<file path="src/rtl/aes_spi_pkg.sv">
// aes_spi_pkg: shared types and constants for the AES SPI link.
//   link_state_t : link FSM state encoding
//   FRAME_BITS   : bits in one {plaintext,key} frame
//   CT_BITS      : bits in one cyphertext readout
//   CNT_W        : width of the rx/tx bit counters (holds 0..FRAME_BITS)
package aes_spi_pkg;

    localparam int FRAME_BITS = 256;
    localparam int CT_BITS    = 128;
    localparam int CNT_W      = 9;

    typedef enum logic [2:0] {
        IDLE,
        RECV,
        START,
        WAIT,
        SEND
    } link_state_t;

endpackage

</file>
<file path="src/rtl/spi_pin_sync.sv">
// spi_pin_sync: brings one asynchronous MCU pin into the clk domain.
//   clk, reset : system clock, asynchronous active-high reset
//   pin        : raw asynchronous input
//   level      : synchronised level (SYNC_STAGES flops after the pin)
//   rise, fall : one-clk pulses on a synchronised 0->1 / 1->0 transition
module spi_pin_sync #(
    parameter int SYNC_STAGES = 2
) (
    input  logic clk,
    input  logic reset,
    input  logic pin,
    output logic level,
    output logic rise,
    output logic fall
);

    logic [SYNC_STAGES-1:0] sync_q;
    logic                   last_q;

    // NOTE: sequential state uses non-blocking assignments so every flop
    // samples the value from before the edge, regardless of statement order.
    always_ff @(posedge clk or posedge reset) begin
        if (reset) begin
            sync_q <= '0;
            last_q <= 1'b0;
        end else begin
            sync_q <= {sync_q[SYNC_STAGES-2:0], pin};
            last_q <= sync_q[SYNC_STAGES-1];
        end
    end

    assign level = sync_q[SYNC_STAGES-1];
    assign rise  = level & ~last_q;
    assign fall  = ~level & last_q;

endmodule

</file>
<file path="src/rtl/aes_spi_link.sv">
// aes_spi_link: SPI slave front end for the AES accelerator.
//   clk, reset  : system clock, asynchronous active-high reset
//   sck/sdi     : SPI clock and data from the MCU (asynchronous)
//   load        : frame strobe, high while a frame is clocked in; falling = go
//   sdo         : cyphertext out, MSB first, updated after sck falling
//   done        : cyphertext ready for readout
//   rx_err      : last frame was not exactly 2*BLK_W bits
//   plaintext   : first BLK_W bits of the frame, key : last BLK_W bits
//   core_start  : one-clk start pulse to aes_core
//   core_done   : aes_core finished (level or pulse), core_ct valid with it
module aes_spi_link
    import aes_spi_pkg::*;
#(
    parameter int BLK_W       = CT_BITS,
    parameter int SYNC_STAGES = 2
) (
    input  logic             clk,
    input  logic             reset,
    input  logic             sck,
    input  logic             sdi,
    input  logic             load,
    output logic             sdo,
    output logic             done,
    output logic             rx_err,
    output logic [BLK_W-1:0] plaintext,
    output logic [BLK_W-1:0] key,
    output logic             core_start,
    input  logic             core_done,
    input  logic [BLK_W-1:0] core_ct
);

    localparam int FRAME_W = 2 * BLK_W;
    localparam int CW      = $clog2(FRAME_W + 1);
    localparam logic [CW-1:0] FRAME_LEN = CW'(FRAME_W);
    localparam logic [CW-1:0] TX_LEN    = CW'(BLK_W);

    logic sck_rise, sck_fall, sck_level;
    logic sdi_s, sdi_rise, sdi_fall;
    logic load_s, load_rise, load_fall;

    spi_pin_sync #(.SYNC_STAGES(SYNC_STAGES)) u_sync_sck (
        .clk(clk), .reset(reset), .pin(sck),
        .level(sck_level), .rise(sck_rise), .fall(sck_fall)
    );
    spi_pin_sync #(.SYNC_STAGES(SYNC_STAGES)) u_sync_sdi (
        .clk(clk), .reset(reset), .pin(sdi),
        .level(sdi_s), .rise(sdi_rise), .fall(sdi_fall)
    );
    spi_pin_sync #(.SYNC_STAGES(SYNC_STAGES)) u_sync_load (
        .clk(clk), .reset(reset), .pin(load),
        .level(load_s), .rise(load_rise), .fall(load_fall)
    );

    // Edge pulses of sdi and the sck level are not needed by the link.
    logic unused_sync;
    assign unused_sync = ^{sdi_rise, sdi_fall, sck_level};

    link_state_t          state, state_nxt;
    logic [FRAME_W-1:0]   rx_sr;
    logic [BLK_W-1:0]     tx_sr;
    logic [CW-1:0]        rx_cnt, tx_cnt;
    logic                 overrun;
    logic                 take_bit, extra_bit, frame_ok;

    // A bit arriving in the same clk as load_fall is taken before the length
    // check, so frame_ok looks at the count as it will be after this edge.
    assign take_bit  = (state == RECV) && sck_rise && (rx_cnt < FRAME_LEN);
    assign extra_bit = (state == RECV) && sck_rise && (rx_cnt == FRAME_LEN);
    assign frame_ok  = ((rx_cnt == FRAME_LEN) ||
                        (take_bit && (rx_cnt == FRAME_LEN - CW'(1)))) &&
                       !overrun && !extra_bit;

    // NOTE: state_nxt gets a default before the case so no path through the
    // block leaves it unassigned, which would infer a latch.
    always_comb begin
        state_nxt = state;
        case (state)
            IDLE:  if (load_s) state_nxt = RECV;
            RECV:  if (load_fall) state_nxt = frame_ok ? START : IDLE;
            START: state_nxt = load_rise ? RECV : WAIT;
            WAIT: begin
                if (load_rise)      state_nxt = RECV;
                else if (core_done) state_nxt = SEND;
            end
            SEND:  if (load_rise) state_nxt = IDLE;
            default: state_nxt = IDLE;
        endcase
    end

    // NOTE: the shift registers are reset as well as the control state, so a
    // reset mid-frame leaves no partial frame visible on plaintext/key.
    always_ff @(posedge clk or posedge reset) begin
        if (reset) begin
            state   <= IDLE;
            rx_sr   <= '0;
            tx_sr   <= '0;
            rx_cnt  <= '0;
            tx_cnt  <= '0;
            overrun <= 1'b0;
            done    <= 1'b0;
            rx_err  <= 1'b0;
        end else begin
            state <= state_nxt;
            case (state)
                IDLE: begin
                    if (load_s) begin
                        rx_cnt  <= '0;
                        overrun <= 1'b0;
                        done    <= 1'b0;
                        rx_err  <= 1'b0;
                    end
                end
                RECV: begin
                    if (take_bit) begin
                        rx_sr  <= {rx_sr[FRAME_W-2:0], sdi_s};
                        rx_cnt <= rx_cnt + CW'(1);
                    end
                    if (extra_bit) overrun <= 1'b1;
                    if (load_fall && !frame_ok) rx_err <= 1'b1;
                end
                START, WAIT: begin
                    if (load_rise) begin
                        // Abort: restart reception, drop any pending result.
                        rx_cnt  <= '0;
                        overrun <= 1'b0;
                    end else if (state == WAIT && core_done) begin
                        tx_sr  <= core_ct;
                        tx_cnt <= '0;
                        done   <= 1'b1;
                    end
                end
                SEND: begin
                    if (load_rise) begin
                        done  <= 1'b0;
                        tx_sr <= '0;
                    end else if (sck_fall && tx_cnt < TX_LEN) begin
                        // The 128th shift empties tx_sr, so sdo rests at 0.
                        tx_sr  <= {tx_sr[BLK_W-2:0], 1'b0};
                        tx_cnt <= tx_cnt + CW'(1);
                    end
                end
                default: ;
            endcase
        end
    end

    assign core_start = (state == START);
    assign sdo        = tx_sr[BLK_W-1];
    assign plaintext  = rx_sr[FRAME_W-1:BLK_W];
    assign key        = rx_sr[BLK_W-1:0];

endmodule

</file>
<file path="config.mk">
export PLATFORM = sky130hd
export DESIGN_NAME = aes_spi_link
export DESIGN_NICKNAME = d
export VERILOG_FILES = /design/src/rtl/aes_spi_pkg.sv /design/src/rtl/spi_pin_sync.sv /design/src/rtl/aes_spi_link.sv
export SDC_FILE = /design/constraint.sdc
export NUM_CORES = 1
export LEC_CHECK = 0
export BUFFER_PORTS_ARGS = -buffer_cell sky130_fd_sc_hd__buf_2
export CAP_MARGIN = 40
export CORE_ASPECT_RATIO = 0.9
export CORE_MARGIN = 4
export CORE_UTILIZATION = 50
export DETAILED_ROUTE_END_ITERATION = 12
export PLACE_DENSITY = 0.77
export SLEW_MARGIN = 15
export SYNTH_ARGS = -nofsm -noshare
export SYNTH_HDL_FRONTEND = slang
export SYNTH_HIERARCHICAL = 1
export SYNTH_SLANG_ARGS = --single-unit
</file>
<file path="constraint.sdc">
create_clock -name clk -period 13.05 [get_ports clk]
set_clock_uncertainty 0.2 [all_clocks]
set_input_delay 2.61 -clock clk [delete_from_list [all_inputs] [get_ports clk]]
set_output_delay 2.61 -clock clk [all_outputs]
set_load 0.01 [all_outputs]
</file>
==> results.md <==
- Each instance of the synthesized netlist takes up on average 9.58 µm².
- STA classifies the critical path startpoint as a primary input.
- The net count after synthesis is 2075.
- The hold-critical path depth is 0.
- The worst pin sits at a relative slew slack of 0.155.
- The longest clock path from root to sink contains 3 buffers.
- The remaining antenna violation count is 0.
- The critical path class is primary input to flop.
- The clock reaches the later pin of the worst-skew pair after 0.56 ns.
- The die covers 40300 µm².
- The minimum clock period after layout is 4.89 ns.
- The first global-routing pass estimated 73.5 mm of wire.
- Dividing the detail-routed wire length by the instance count gives 16.5 µm.
- The startpoint identified for the worst register-to-register timing path is state[2]$_DFFE_PP0P_.
- The total global routing overflow is 0.
- Entering global routing, the biggest net connects 258 pins.
- Synthesis produced 1937 cells.
- The final layout contains 2414 nets.
- The CTS buffer count is 43.
- The worst register-to-register path has a setup slack of 9.26 ns.
- The violation count after the first detailed-routing iteration is 1333.
- The buffer type at the clock tree root is clkbuf_16.
- The cell area that synthesis handed to floorplanning was 18600 µm².
- The number of hold-slack violations in the final timing report is 0.
- The tool flagged a number of max-cap violations equal to 0.
- The category of the worst setup path capture point is a flop.
- The die width is 211 µm.
- Setup violations remaining at the end of the flow were counted as 0.
- The total global-route track usage is 0.221.
- Wires add up to 45.9 mm.
- In this run the most critical hold path is launched from u_sync_load/sync_q[0]$_DFF_PP0_.
- The number of cells traversed by the worst register-to-register path is 7.
- The congestion estimate from routability-driven global placement came to 0.829.
- The top cell types in the final layout, fill and taps aside, are nand2_1 (1032), dfrtp_1 (416), buf_2 (393), nand3b_1 (127), mux2_4 (100).
- The actual transition at the worst max-transition pin is 1.27 ns.
- The worst register-to-register path ends at tx_sr[68]$_DFFE_PP0P_.
- At the worst endpoint, the required time is 13.29 ns.
- The number of standard-cell rows in the floorplan is 66.
- The via count of the first global-routing pass is 14000.
- The count of unresolved DRC violations after routing is 0.
- The final number of max-transition violations is 0.
- The flow ran to the end, and the final reports show no timing, DRC or antenna violations.
- The post-CTS setup repair buffer count is 0.
- The half-perimeter wire length of the detailed placement result is 30.2 mm.
- The leakage power total is 0.0122 µW.
- The number of buffer cells added on primary ports is 393.
- Dividing total power by cell area gives a power density of 126 nW/µm².
- The worst hold-check slack is 0.155 ns.
- The diode insertion count for antenna repair is 0.
- The number of H-tree branching levels is 2.
- The initial utilization of the core area, before any placement, comes to 0.509.
- In the finished design, the share of the clock period the worst path needs comes to 0.375.
- The TritonCTS clock tree is done.
- The worst hold endpoint is u_sync_load/sync_q[1]$_DFF_PP0_.
- The proportion of layout cells with a drive suffix above 1 is 0.262.
- The post-cts hold buffer count is 0.
- The data arrival at the endpoint of the critical path is 5.13 ns.
- After detailed routing, the number of vias per cell comes to 5.11.
- The peak supply drop is 89.3 µV.
- From bottom edge to top edge, the die measures 191 µm.
- Of all nets on the critical path, the largest fanout is 43.
- The initial antenna violation count came to 0.
- Based on the critical path, the design can be clocked at up to 0.204 GHz.
- The number of ports placed on the die boundary is 394.
- Compared with the post-synthesis result, the final layout area differs by 19.8%.
- After clock tree synthesis, the clock-pin slew on the worst setup and hold paths is 0.06 ns.
- The leading cell type in the layout, fill and taps excluded is nand2_1.
- The path class of the lowest-slack min-delay path is flop to flop.
- In this run the standard cell core region covers 36400 µm².
- Setup repair after global routing left no endpoint under its margin.
- The Yosys step of the flow raised 6 warnings.
- The count of vias placed by the detailed router is 14200.
- The total negative slack for setup checks is 0 ns.
- The number of gates given a new drive strength after cts is 0.
- The count of clock tree sinks is 416.
- The iteration count of the initial detailed-routing pass is 9.
## worst max-delay path, cell delays in order
cell and delay (ns):
buf_2 0.14, nand3_1 0.23, o21ai_4 0.11, buf_4 0.40, buf_16 0.32, buf_4 0.61, buf_12 0.32, mux2_1 0.35
## how the worst max path moves through the flow
stage                         start                    end  slack, ns  cells after the start
final                     core_done  tx_sr[68]$_DFFE_PP0P_       8.16                      8
after global routing      core_done  tx_sr[68]$_DFFE_PP0P_       8.03                      8
after global placement    core_done  tx_sr[67]$_DFFE_PP0P_       7.36                      6
after floorplan               reset       done$_DFFE_PP0P_       4.74                      1
after detailed placement  core_done  tx_sr[68]$_DFFE_PP0P_       7.60                      8
after CTS                 core_done  tx_sr[68]$_DFFE_PP0P_       8.18                      8
## registers in the layout (all words and copies together) (netlist names)
name and flops:
done 1, overrun 1, rx_cnt 9, rx_err 1, rx_sr 256, state 3, tx_cnt 9, tx_sr 128
u_sync_load/last_q 1, u_sync_load/sync_q 2, u_sync_sck/last_q 1, u_sync_sck/sync_q 2, u_sync_sdi/sync_q 2
## stage by stage
stage	total power (µW)	cells	worst slack [ns]	utilization	area, µm²
3_3_place_gp	1530	2699	7.36	0.564	20500
6_report	2790	2783	8.16	0.610	22200
4_1_cts	2820	2782	8.18	0.610	22200
3_5_place_dp	1540	2706	7.60	0.569	20700
2_1_floorplan	1460	1937	4.74	-	18600
5_1_grt	2900	2783	8.03	0.610	22200
## per-layer routing
| metal | vias to the layer above | wire length (µm) | GRT usage |
|---|---|---|---|
| met2 | 406 | 21500 | 0.350 |
| met3 | 97 | 3450 | 0.0605 |
| li1 | 6804 | - | - |
| met1 | 6914 | 19400 | 0.296 |
| met5 | - | 0 | 0 |
| met4 | 0 | 1540 | 0.0745 |
## final cells by class
class	instances	area, µm²
clock buffers	55	1210
clock inverters	21	278
fillers	2955	14200
inverters	12	48.8
multi-input cells	1391	7400
flip-flops and latches	416	10400
well taps	476	596
repair buffers	412	2290
## power by group
part | total, µW | internal, µW | switching, µW | leakage (µW)
registers | 1330 | 1310 | 18.9 | 0.00509
logic | 187 | 58.5 | 128 | 0.00642
clock network | 1280 | 746 | 535 | 0.000738
(Power assumes the default switching activity.)
